`src/rtl/aes_v3_multicycle.sv`:
```
// Multi-cycle AES SubBytes / MixColumn ISE unit that reuses SBOX_LANES S-boxes and MIX_LANES column engines.
// Optional feature macro: AES_V3_DECRYPT_EN builds the inverse S-box and {e,b,d,9} MixColumn engines.
module aes_v3_multicycle #(
  parameter int SBOX_LANES = 1,
  parameter int MIX_LANES  = 1
) (
  input  logic        g_clk,
  input  logic        g_resetn,
  input  logic        valid,
  input  logic        sub,
  input  logic        enc,
  input  logic [31:0] rs1,
  input  logic [31:0] rs2,
  output logic        ready,
  output logic [31:0] rd
);

  if (!(SBOX_LANES == 1 || SBOX_LANES == 2 || SBOX_LANES == 4)) begin : g_bad_sbox_lanes
    $error("aes_v3_multicycle: SBOX_LANES must be 1, 2 or 4");
  end
  if (!(MIX_LANES == 1 || MIX_LANES == 2 || MIX_LANES == 4)) begin : g_bad_mix_lanes
    $error("aes_v3_multicycle: MIX_LANES must be 1, 2 or 4");
  end

  typedef enum logic [1:0] {ST_IDLE, ST_BUSY, ST_DONE} state_t;

  state_t      state_q, state_d;
  logic [1:0]  step_q, step_d;
  logic [31:0] res_q, res_d;
  // Only the operand bytes either operation can consume are latched.
  logic [23:0] rs1_q;
  logic [31:8] rs2_q;
  logic        sub_q, enc_q;
  logic [1:0]  last_step;
  logic        unused_ok;

  logic [7:0]  sb_src [4];
  logic [7:0]  mx_src [4];
  logic [1:0]  sb_idx [SBOX_LANES];
  logic [7:0]  sb_out [SBOX_LANES];
  logic [1:0]  mx_idx [MIX_LANES];
  logic [7:0]  mx_out [MIX_LANES];

  function automatic logic [7:0] gf_mul(input logic [7:0] a, input logic [7:0] b);
    logic [7:0] acc, x;
    acc = '0;
    x   = a;
    for (int i = 0; i < 8; i++) begin
      if (b[i]) acc ^= x;
      x = {x[6:0], 1'b0} ^ (x[7] ? 8'h1b : 8'h00);
    end
    return acc;
  endfunction

  // a^254 is the multiplicative inverse in GF(2^8) and maps 0 to 0.
  function automatic logic [7:0] gf_inv(input logic [7:0] a);
    logic [7:0] sq, r;
    sq = a;
    r  = 8'h01;
    for (int i = 1; i < 8; i++) begin
      sq = gf_mul(sq, sq);
      r  = gf_mul(r, sq);
    end
    return r;
  endfunction

  function automatic logic [7:0] sbox_fwd(input logic [7:0] a);
    logic [7:0] t;
    t = gf_inv(a);
    return t ^ {t[6:0], t[7]} ^ {t[5:0], t[7:6]} ^ {t[4:0], t[7:5]} ^ {t[3:0], t[7:4]} ^ 8'h63;
  endfunction

`ifdef AES_V3_DECRYPT_EN
  function automatic logic [7:0] sbox_inv(input logic [7:0] a);
    return gf_inv({a[6:0], a[7]} ^ {a[4:0], a[7:5]} ^ {a[1:0], a[7:2]} ^ 8'h05);
  endfunction
`endif

  assign unused_ok = ^{rs1[31:24], rs2[7:0]};

  assign sb_src[0] = rs1_q[7:0];
  assign sb_src[1] = rs2_q[15:8];
  assign sb_src[2] = rs1_q[23:16];
  assign sb_src[3] = rs2_q[31:24];
  assign mx_src[0] = rs1_q[7:0];
  assign mx_src[1] = rs1_q[15:8];
  assign mx_src[2] = rs2_q[23:16];
  assign mx_src[3] = rs2_q[31:24];

  assign last_step = sub_q ? 2'(4 / SBOX_LANES - 1) : 2'(4 / MIX_LANES - 1);

  for (genvar gi = 0; gi < SBOX_LANES; gi++) begin : g_sbox
    logic [7:0] b;
    assign sb_idx[gi] = 2'(int'(step_q) * SBOX_LANES + gi);
    assign b          = sb_src[sb_idx[gi]];
`ifdef AES_V3_DECRYPT_EN
    assign sb_out[gi] = enc_q ? sbox_fwd(b) : sbox_inv(b);
`else
    assign sb_out[gi] = enc_q ? sbox_fwd(b) : 8'h00;
`endif
  end

  for (genvar gi = 0; gi < MIX_LANES; gi++) begin : g_mix
    logic [1:0] i1, i2, i3;
    logic [7:0] m0, m1, m2, m3;
    assign mx_idx[gi] = 2'(int'(step_q) * MIX_LANES + gi);
    assign i1 = mx_idx[gi] + 2'd1;
    assign i2 = mx_idx[gi] + 2'd2;
    assign i3 = mx_idx[gi] + 2'd3;
    assign m0 = mx_src[mx_idx[gi]];
    assign m1 = mx_src[i1];
    assign m2 = mx_src[i2];
    assign m3 = mx_src[i3];
`ifdef AES_V3_DECRYPT_EN
    assign mx_out[gi] = enc_q ? (gf_mul(8'h02, m0) ^ gf_mul(8'h03, m1) ^ m2 ^ m3)
                              : (gf_mul(8'h0e, m0) ^ gf_mul(8'h0b, m1) ^
                                 gf_mul(8'h0d, m2) ^ gf_mul(8'h09, m3));
`else
    assign mx_out[gi] = enc_q ? (gf_mul(8'h02, m0) ^ gf_mul(8'h03, m1) ^ m2 ^ m3) : 8'h00;
`endif
  end

  always_comb begin
    state_d = state_q;
    step_d  = step_q;
    res_d   = res_q;
    case (state_q)
      ST_IDLE: begin
        if (valid) begin
          state_d = ST_BUSY;
          step_d  = '0;
          res_d   = '0;
        end
      end
      ST_BUSY: begin
        if (!valid) begin
          state_d = ST_IDLE;
          step_d  = '0;
        end else begin
          if (sub_q) begin
            for (int l = 0; l < SBOX_LANES; l++) res_d[{sb_idx[l], 3'b000} +: 8] = sb_out[l];
          end else begin
            for (int l = 0; l < MIX_LANES; l++) res_d[{mx_idx[l], 3'b000} +: 8] = mx_out[l];
          end
          if (step_q == last_step) begin
            state_d = ST_DONE;
            step_d  = '0;
          end else begin
            step_d = step_q + 2'd1;
          end
        end
      end
      ST_DONE: state_d = ST_IDLE;
      default: state_d = ST_IDLE;
    endcase
  end

  always_ff @(posedge g_clk) begin
    if (!g_resetn) begin
      state_q <= ST_IDLE;
      step_q  <= '0;
      res_q   <= '0;
      rs1_q   <= '0;
      rs2_q   <= '0;
      sub_q   <= 1'b0;
      enc_q   <= 1'b0;
    end else begin
      state_q <= state_d;
      step_q  <= step_d;
      res_q   <= res_d;
      if (state_q == ST_IDLE && valid) begin
        rs1_q <= rs1[23:0];
        rs2_q <= rs2[31:8];
        sub_q <= sub;
        enc_q <= enc;
      end
    end
  end

  assign ready = (state_q == ST_DONE);
  assign rd    = ready ? res_q : 32'h0;

endmodule

```
`config.mk`:
```
export PLATFORM = sky130hd
export DESIGN_NAME = aes_v3_multicycle
export DESIGN_NICKNAME = d
export VERILOG_FILES = /design/src/rtl/aes_v3_multicycle.sv
export SDC_FILE = /design/constraint.sdc
export NUM_CORES = 1
export LEC_CHECK = 0
export BUFFER_PORTS_ARGS = -buffer_cell sky130_fd_sc_hd__buf_2
export CAP_MARGIN = 0
export CORE_MARGIN = 3
export CORE_UTILIZATION = 64
export DETAILED_ROUTE_END_ITERATION = 7
export PLACE_DENSITY = 0.83
export SYNTH_ARGS = -nofsm -noshare
export SYNTH_HDL_FRONTEND = slang
export SYNTH_SLANG_ARGS = --single-unit
```
`constraint.sdc`:
```
create_clock -name g_clk -period 39.8 [get_ports g_clk]
set_clock_uncertainty 0.1 [all_clocks]
set_input_delay 5.97 -clock g_clk [delete_from_list [all_inputs] [get_ports g_clk]]
set_output_delay 5.97 -clock g_clk [all_outputs]
set_load 0.005 [all_outputs]
```
# ---- Yosys cells after proc, flatten, opt, wreduce, memory -nomap -nowiden
# Index checks and enable logic that the tools add are counted.
dict set report word_totals {
  register_bits 86
  in_bits 69
  wordCells 496
  out_inout_bits 33
}
dict set report classes {
  bitwise 215
  add_sub_neg 4
  reduce_logical 6
  n_eq_ne 6
  shifts 3
  muxes 251
  order_cmp 4
}
# operator n
set ops {}
lappend ops {{$mux W8} 120}
lappend ops {{$xor A8 B8 Y8} 98}
lappend ops {{$xor A8 B5 Y8} 91}
lappend ops {{$mux W5} 95}
lappend ops {{$mux W32} 4}
lappend ops {{$bmux W8 S2} 5}
lappend ops {{$bwmux W32} 2}
lappend ops {{$pmux W32 S2} 1}
lappend ops {{$shiftx A8 B7 Y32} 2}
lappend ops {{$shift A8 B7 Y32 const A} 1}
lappend ops {{$mux W7} 3}
lappend ops {{$mux W2} 9}
lappend ops {{$mux W6} 3}
lappend ops {{$not A1 Y1 const A} 13}
lappend ops {{$ge A3 B3 Y1 const B} 4}
lappend ops {{$mux W4} 3}
lappend ops {{$not A2 Y2} 6}
lappend ops {{$not A2 Y3} 4}
lappend ops {{$mux W3} 3}
lappend ops {{$not A4 Y4} 2}
lappend ops {{$pmux W2 S2} 2}
lappend ops {{$neg A5 Y7} 1}
lappend ops {{$not A5 Y5} 1}
lappend ops {{$add A2 B2 Y2 const B} 2}
lappend ops {{11 further kinds} 14}

# ---- Depth between registers and ports, before layout
dict set report depth {
  depth_word 142
  ltp_mapped 67
  mapped_depth_nobuf 53
}

# ---- Worst setup path before layout
# OpenSTA, ideal clock, no wires.
dict set report synth_path {
  path_kind {reg-to-reg}
  start {reg step_q[0]}
  end {reg res_q[20]}
  path_slack_ns 23.437
  synth_period_minus_slack_ns 16.363
  stages_incl_launch_ff 64
  t_arrival_ns 16.174
  setup_time_ns 0.089
  required_ns 39.611
  n_path_buf 11
  cell_sequence {dfxtp_1 buf_2 mux4_2 buf_2 ha_1 nand2_1 xnor2_1 inv_1 buf_2 clkbuf_1 ha_1 clkbuf_1 nand2_1 xnor2_1 xnor2_1 clkinv_1 buf_1 ha_1 [28 not listed] or4_1 a311oi_1 nor4_1 or4_4 o211a_1 a311oi_1 a31oi_1 or4_1 o41a_1 and4_1 a2111oi_1 a31oi_1 xnor3_1 xor3_1 xnor2_2 xnor3_1 and2_1 o31ai_1}
}
dict set report synth_via {
  elab_chain_cells 139
  word_cells_on_any_way 450
  cone_classes {4 x add/sub; 3 x shift; 241 x mux; 202 x bitwise}
}
# element line_no
set synth_rtl {}
lappend synth_rtl {{start: declaration} 28} ;# logic [1:0] step_q, step_d;
lappend synth_rtl {{start signal: assignment} 169} ;# step_q <= step_d;
lappend synth_rtl {{$not A2 Y3 (not written as such)} {95, 110}}
lappend synth_rtl {{$bmux W8 S2} 95} ;# assign b = sb_src[sb_idx[gi]];
lappend synth_rtl {{$mux W8 (not written as such) (2 in a row)} 95}
lappend synth_rtl {{$mux W5 (tied with other cells)} 50} ;# x = {x[6:0], 1'b0} ^ (x[7] ? 8'h1b : 8'h00);
lappend synth_rtl {{$xor A8 B5 Y8 / $xor A8 B8 Y8 (equally long branches)} {50, 49}}
lappend synth_rtl {{$xor A8 B8 Y8 / $mux W8 (equally long branches)} 49} ;# if (b[i]) acc ^= x;
lappend synth_rtl {{$mux W8 / $xor A8 B8 Y8 (equally long branches)} 49}
lappend synth_rtl {{$xor A8 B8 Y8 / $mux W8 (equally long branches)} 49}
lappend synth_rtl {{[119 not listed]} -}
lappend synth_rtl {{$xor A8 B8 Y8 (4 in a row)} 70} ;# return t ^ {t[6:0], t[7]} ^ {t[5:0], t[7:6]} ^ {t[4:0], t[7:5]} ^ {t[3:0], t[7:4]} ^ 8'h63;
lappend synth_rtl {{$not A4 Y4 (no line)} -}
lappend synth_rtl {{$mux W8} 99} ;# assign sb_out[gi] = enc_q ? sbox_fwd(b) : 8'h00;
lappend synth_rtl {{$shiftx A8 B7 Y32} 141} ;# for (int l = 0; l < SBOX_LANES; l++) res_d[{sb_idx[l], 3'b000} +: 8] = sb_out[l];
lappend synth_rtl {{$bwmux W32} 141}
lappend synth_rtl {{$mux W32 *} 140} ;# if (sub_q) begin
lappend synth_rtl {{$mux W32 *} 136} ;# if (!valid) begin
lappend synth_rtl {{$pmux W32 S2 *} 127} ;# case (state_q)
lappend synth_rtl {{end signal: assignment} 170} ;# res_q <= res_d;
lappend synth_rtl {{end: declaration} 29} ;# logic [31:0] res_q, res_d;
# Every way passes the cells marked *; elsewhere a longest branch is shown, timed or not. The select of a mux whose other input is x is not followed.
# A chain may end at the register's enable or synchronous reset.

# ---- Final worst setup path
dict set report layout_path {
  start {reg step_q[0]}
  end {reg res_q[14]}
}
# The elaborated chain is that of the path after synthesis.

==> implementation parameters <==
Parameter                              Value

Run status
  Result of the run    finished clean

Placement
  Post-Place Setup Slack    20.18 ns
  Port bufs    85
  HPWL after detailed placement    40780 µm
  Number of placed instances, taps included    2974
  RePlAce Congestion    around 0.92
  Instance area after placement    21180 µm²

Logic synthesis
  Synthesized Nets    about 2700
  Xor-xnor portion of the synthesized cell area    0.3959
  Simple-Gate Fraction of Synth Area    0.2133
  Compound-cell area share of the yosys netlist    0.1834
  Number of enable flip-flop cells after synthesis    0
  Top-area cell type share of the netlist area    0.1545
  Cell count after synthesis    2619
  Post-synthesis mux area share    0.07116
  Top cells by area in the synthesized netlist    xnor2_1 15%, xnor3_1 12%, dfxtp_1 8.4%
  Count of state elements after synthesis    86
  Adder-cell share of the synthesized area    0.006708
  Synth Area per Inst    7.834 µm²
  Yosys top cell by area    xnor2_1
  Post-synthesis instance area    20520 µm²
  Sequential-to-total area share from yosys stat    0.08391
  Largest family of logic cells by synthesized area    XOR/XNOR gates
  Yosys warns    0
  Share of synthesized registers carrying an async set or reset    0
  Number of library cell types mapped by synthesis    107
  Most used flip-flop cell after synthesis    dfxtp_1

Timing
  Worst slew margin    0.07805
  Clock period minus final worst setup slack    20.25 ns
  Peak Freq    roughly 50 MHz
  Max Slew Vio Count    0
  Worst-margin pin slew    about 1.4 ns
  Final period util    0.5089
  Sum of negative setup slack    0 ns
  Setup repair after global routing missed its margin    false
  Smallest setup slack after layout    between 15 and 20 ns
  Number of hold violations in the final report    0
  Final-report setup violation count    0

Die
  Initial Util    0.6604
  Die width    around 190 µm
  Rows    64
  Height of the chip    185.1 µm
  Die ar.    34250 µm²
  IO Pins    about 100
  Core Region    between 30000 and 40000 µm²

Cells and area
  Leading cell types in the layout, fill and taps excluded    356 x nand2_1, 353 x xnor2_1, 323 x nor2_1, 122 x a21oi_1, 116 x xor2_1
  Antenna diode count    0
  Fill cells    around 2500
  Layout overhead on the synthesized area    4.787%
  Summed area of non-filler cells in the final layout    about 22000 µm²
  Non-filler instance count after layout    2990
  Most common cell after layout, fill and taps aside    nand2_1
  Share of final-layout standard cells stronger than drive strength 1    0.1245
  Total Nets Final    2669

Clock network
  CTS Hold Buffers Added    0
  Clock-pin slew on the worst setup and hold paths    around 0.06 ns
  Clock tree from TritonCTS    built
  Number of cells upsized or downsized after cts    0
  Post-CTS setup buffers    0
  Clock latency on the worst-skew pair    between 0.3 and 0.4 ns
  TritonCTS Sinks    86
  Depth of the CTS H-tree    3
  CTS root buf    clkbuf_16
  Max Buffers Root-to-Sink    2
  Number of buffers created by CTS    9

Worst setup path
  Highest fanout seen on the critical path    48
  Crit path arrival time    20.37 ns
  Crit path largest cell delay    0.79 ns
  WP data required    roughly 40 ns
  Kind of end point of the critical path    register
  Critical path class    register to register
  Cell at the slowest stage of the critical path    mux4_2
  FF-to-FF Start    step_q[0]
  Element type at the critical path start    register
  Most used cell, CP    xnor3_1
  Worst setup path start    step_q[0]

Global routing
  Global route total overflow    0
  Global-route wire length before repair    between 90000 and 100000 µm
  Maximum number of pins on one net before global-route repair    59
  Antenna violations before repair    0
  Overall global routing resource usage    0.3254
  Number of global-route vias before repair    about 18000

Run
  Total of max-cap violations    0

Min path
  Kind of path behind the tightest hold check    register to register
  Hold_sp    res_q[18]

Drt
  Number of nets with antenna violations after routing    0
  Via-to-Cell Ratio    between 6 and 7
  Wire length after detailed routing    57010 µm
  Router iterations before antenna repair    6
  Detailed Route Iter0 Violations    2013
  Number of vias in the routed layout    19430
  Post-detailed-route DRC marker count    0
  Wire length per cell after detailed routing    roughly 19 µm
[cell usage after synthesis, types with 55 or more instances]
cell type / instances
mux2i_1: 57
a21oi_1: 122
xnor2_1: 362
nand2_1: 356
nor2_1: 323
dfxtp_1: 86
xnor3_1: 109
a21boi_0: 57
xor2_1: 120
nor3_1: 55
clkbuf_1: 117
o21ai_0: 73
[cells by family after synthesis]
kind of cell | count (synthesis)
fa+ha+maj | 11
compound gates | 555
buf+inv | 218
mux | 106
xor+xnor | 662
simple gates | 981
flops | 86
[worst max-delay path: cells and delay by family (launching register included)]
| family | cells | cell delay, ns |
|---|---|---|
| AOI/OAI and AO/OA | 7 | 2.15 |
| and+or+nand+nor | 9 | 1.55 |
| muxes | 3 | 1.52 |
| xor gates and xnor gates | 24 | 9.09 |
| adders and majority gates | 4 | 2.44 |
| DFF | 1 | 0.31 |
| buffers and inverters | 6 | 2.85 |
[layer usage]
layer	GRT usage	vias to the layer above	wire length, µm
li1	-	9102	-
met1	0.4504	9199	23850
met2	0.5430	998	27050
met3	0.03044	126	4823
met4	0.09784	0	1283
met5	0	-	0
[final cells by class]
type / instances / area [µm²] / area share
clock buffer: 10 / 229.0 / 0.01065
timing repair buffer: 144 / 868.3 / 0.04039
clock inverter: 6 / 92.59 / 0.004306
sequential: 86 / 1723 / 0.08013
inverter: 33 / 123.9 / 0.005761
multi-input combinational: 2315 / 17970 / 0.8357
tap: 396 / 495.5 / 0.02304
[path summary, 6_finish.rpt]
check	endpoint	slack (ns)	cells after the start
max	res_q[14]	19.55	53
min	res_q[18]	0.35	2
max reg2reg	res_q[14]	19.55	53
min reg2reg	res_q[18]	0.35	2
[through the flow]
stage | utilization | hold WS [ns]
floorplan | - | 0.3166
global placement | 0.6817 | 0.3274
detailed placement | 0.6817 | 0.3393
CTS | 0.6920 | 0.3492
global route | 0.6920 | 0.3708
finish | 0.6920 | 0.3505
[flip-flops by register name, summed over array words and instances, names as in the netlist]
| register | count |
|---|---|
| state_q | 2 |
| step_q | 2 |
| rs2_q | 24 |
| rs1_q | 24 |
| sub_q | 1 |
| enc_q | 1 |
| res_q | 32 |
Power is not shown: default switching activity piles up to over one toggle a cycle in this logic, so the estimate is an artifact.
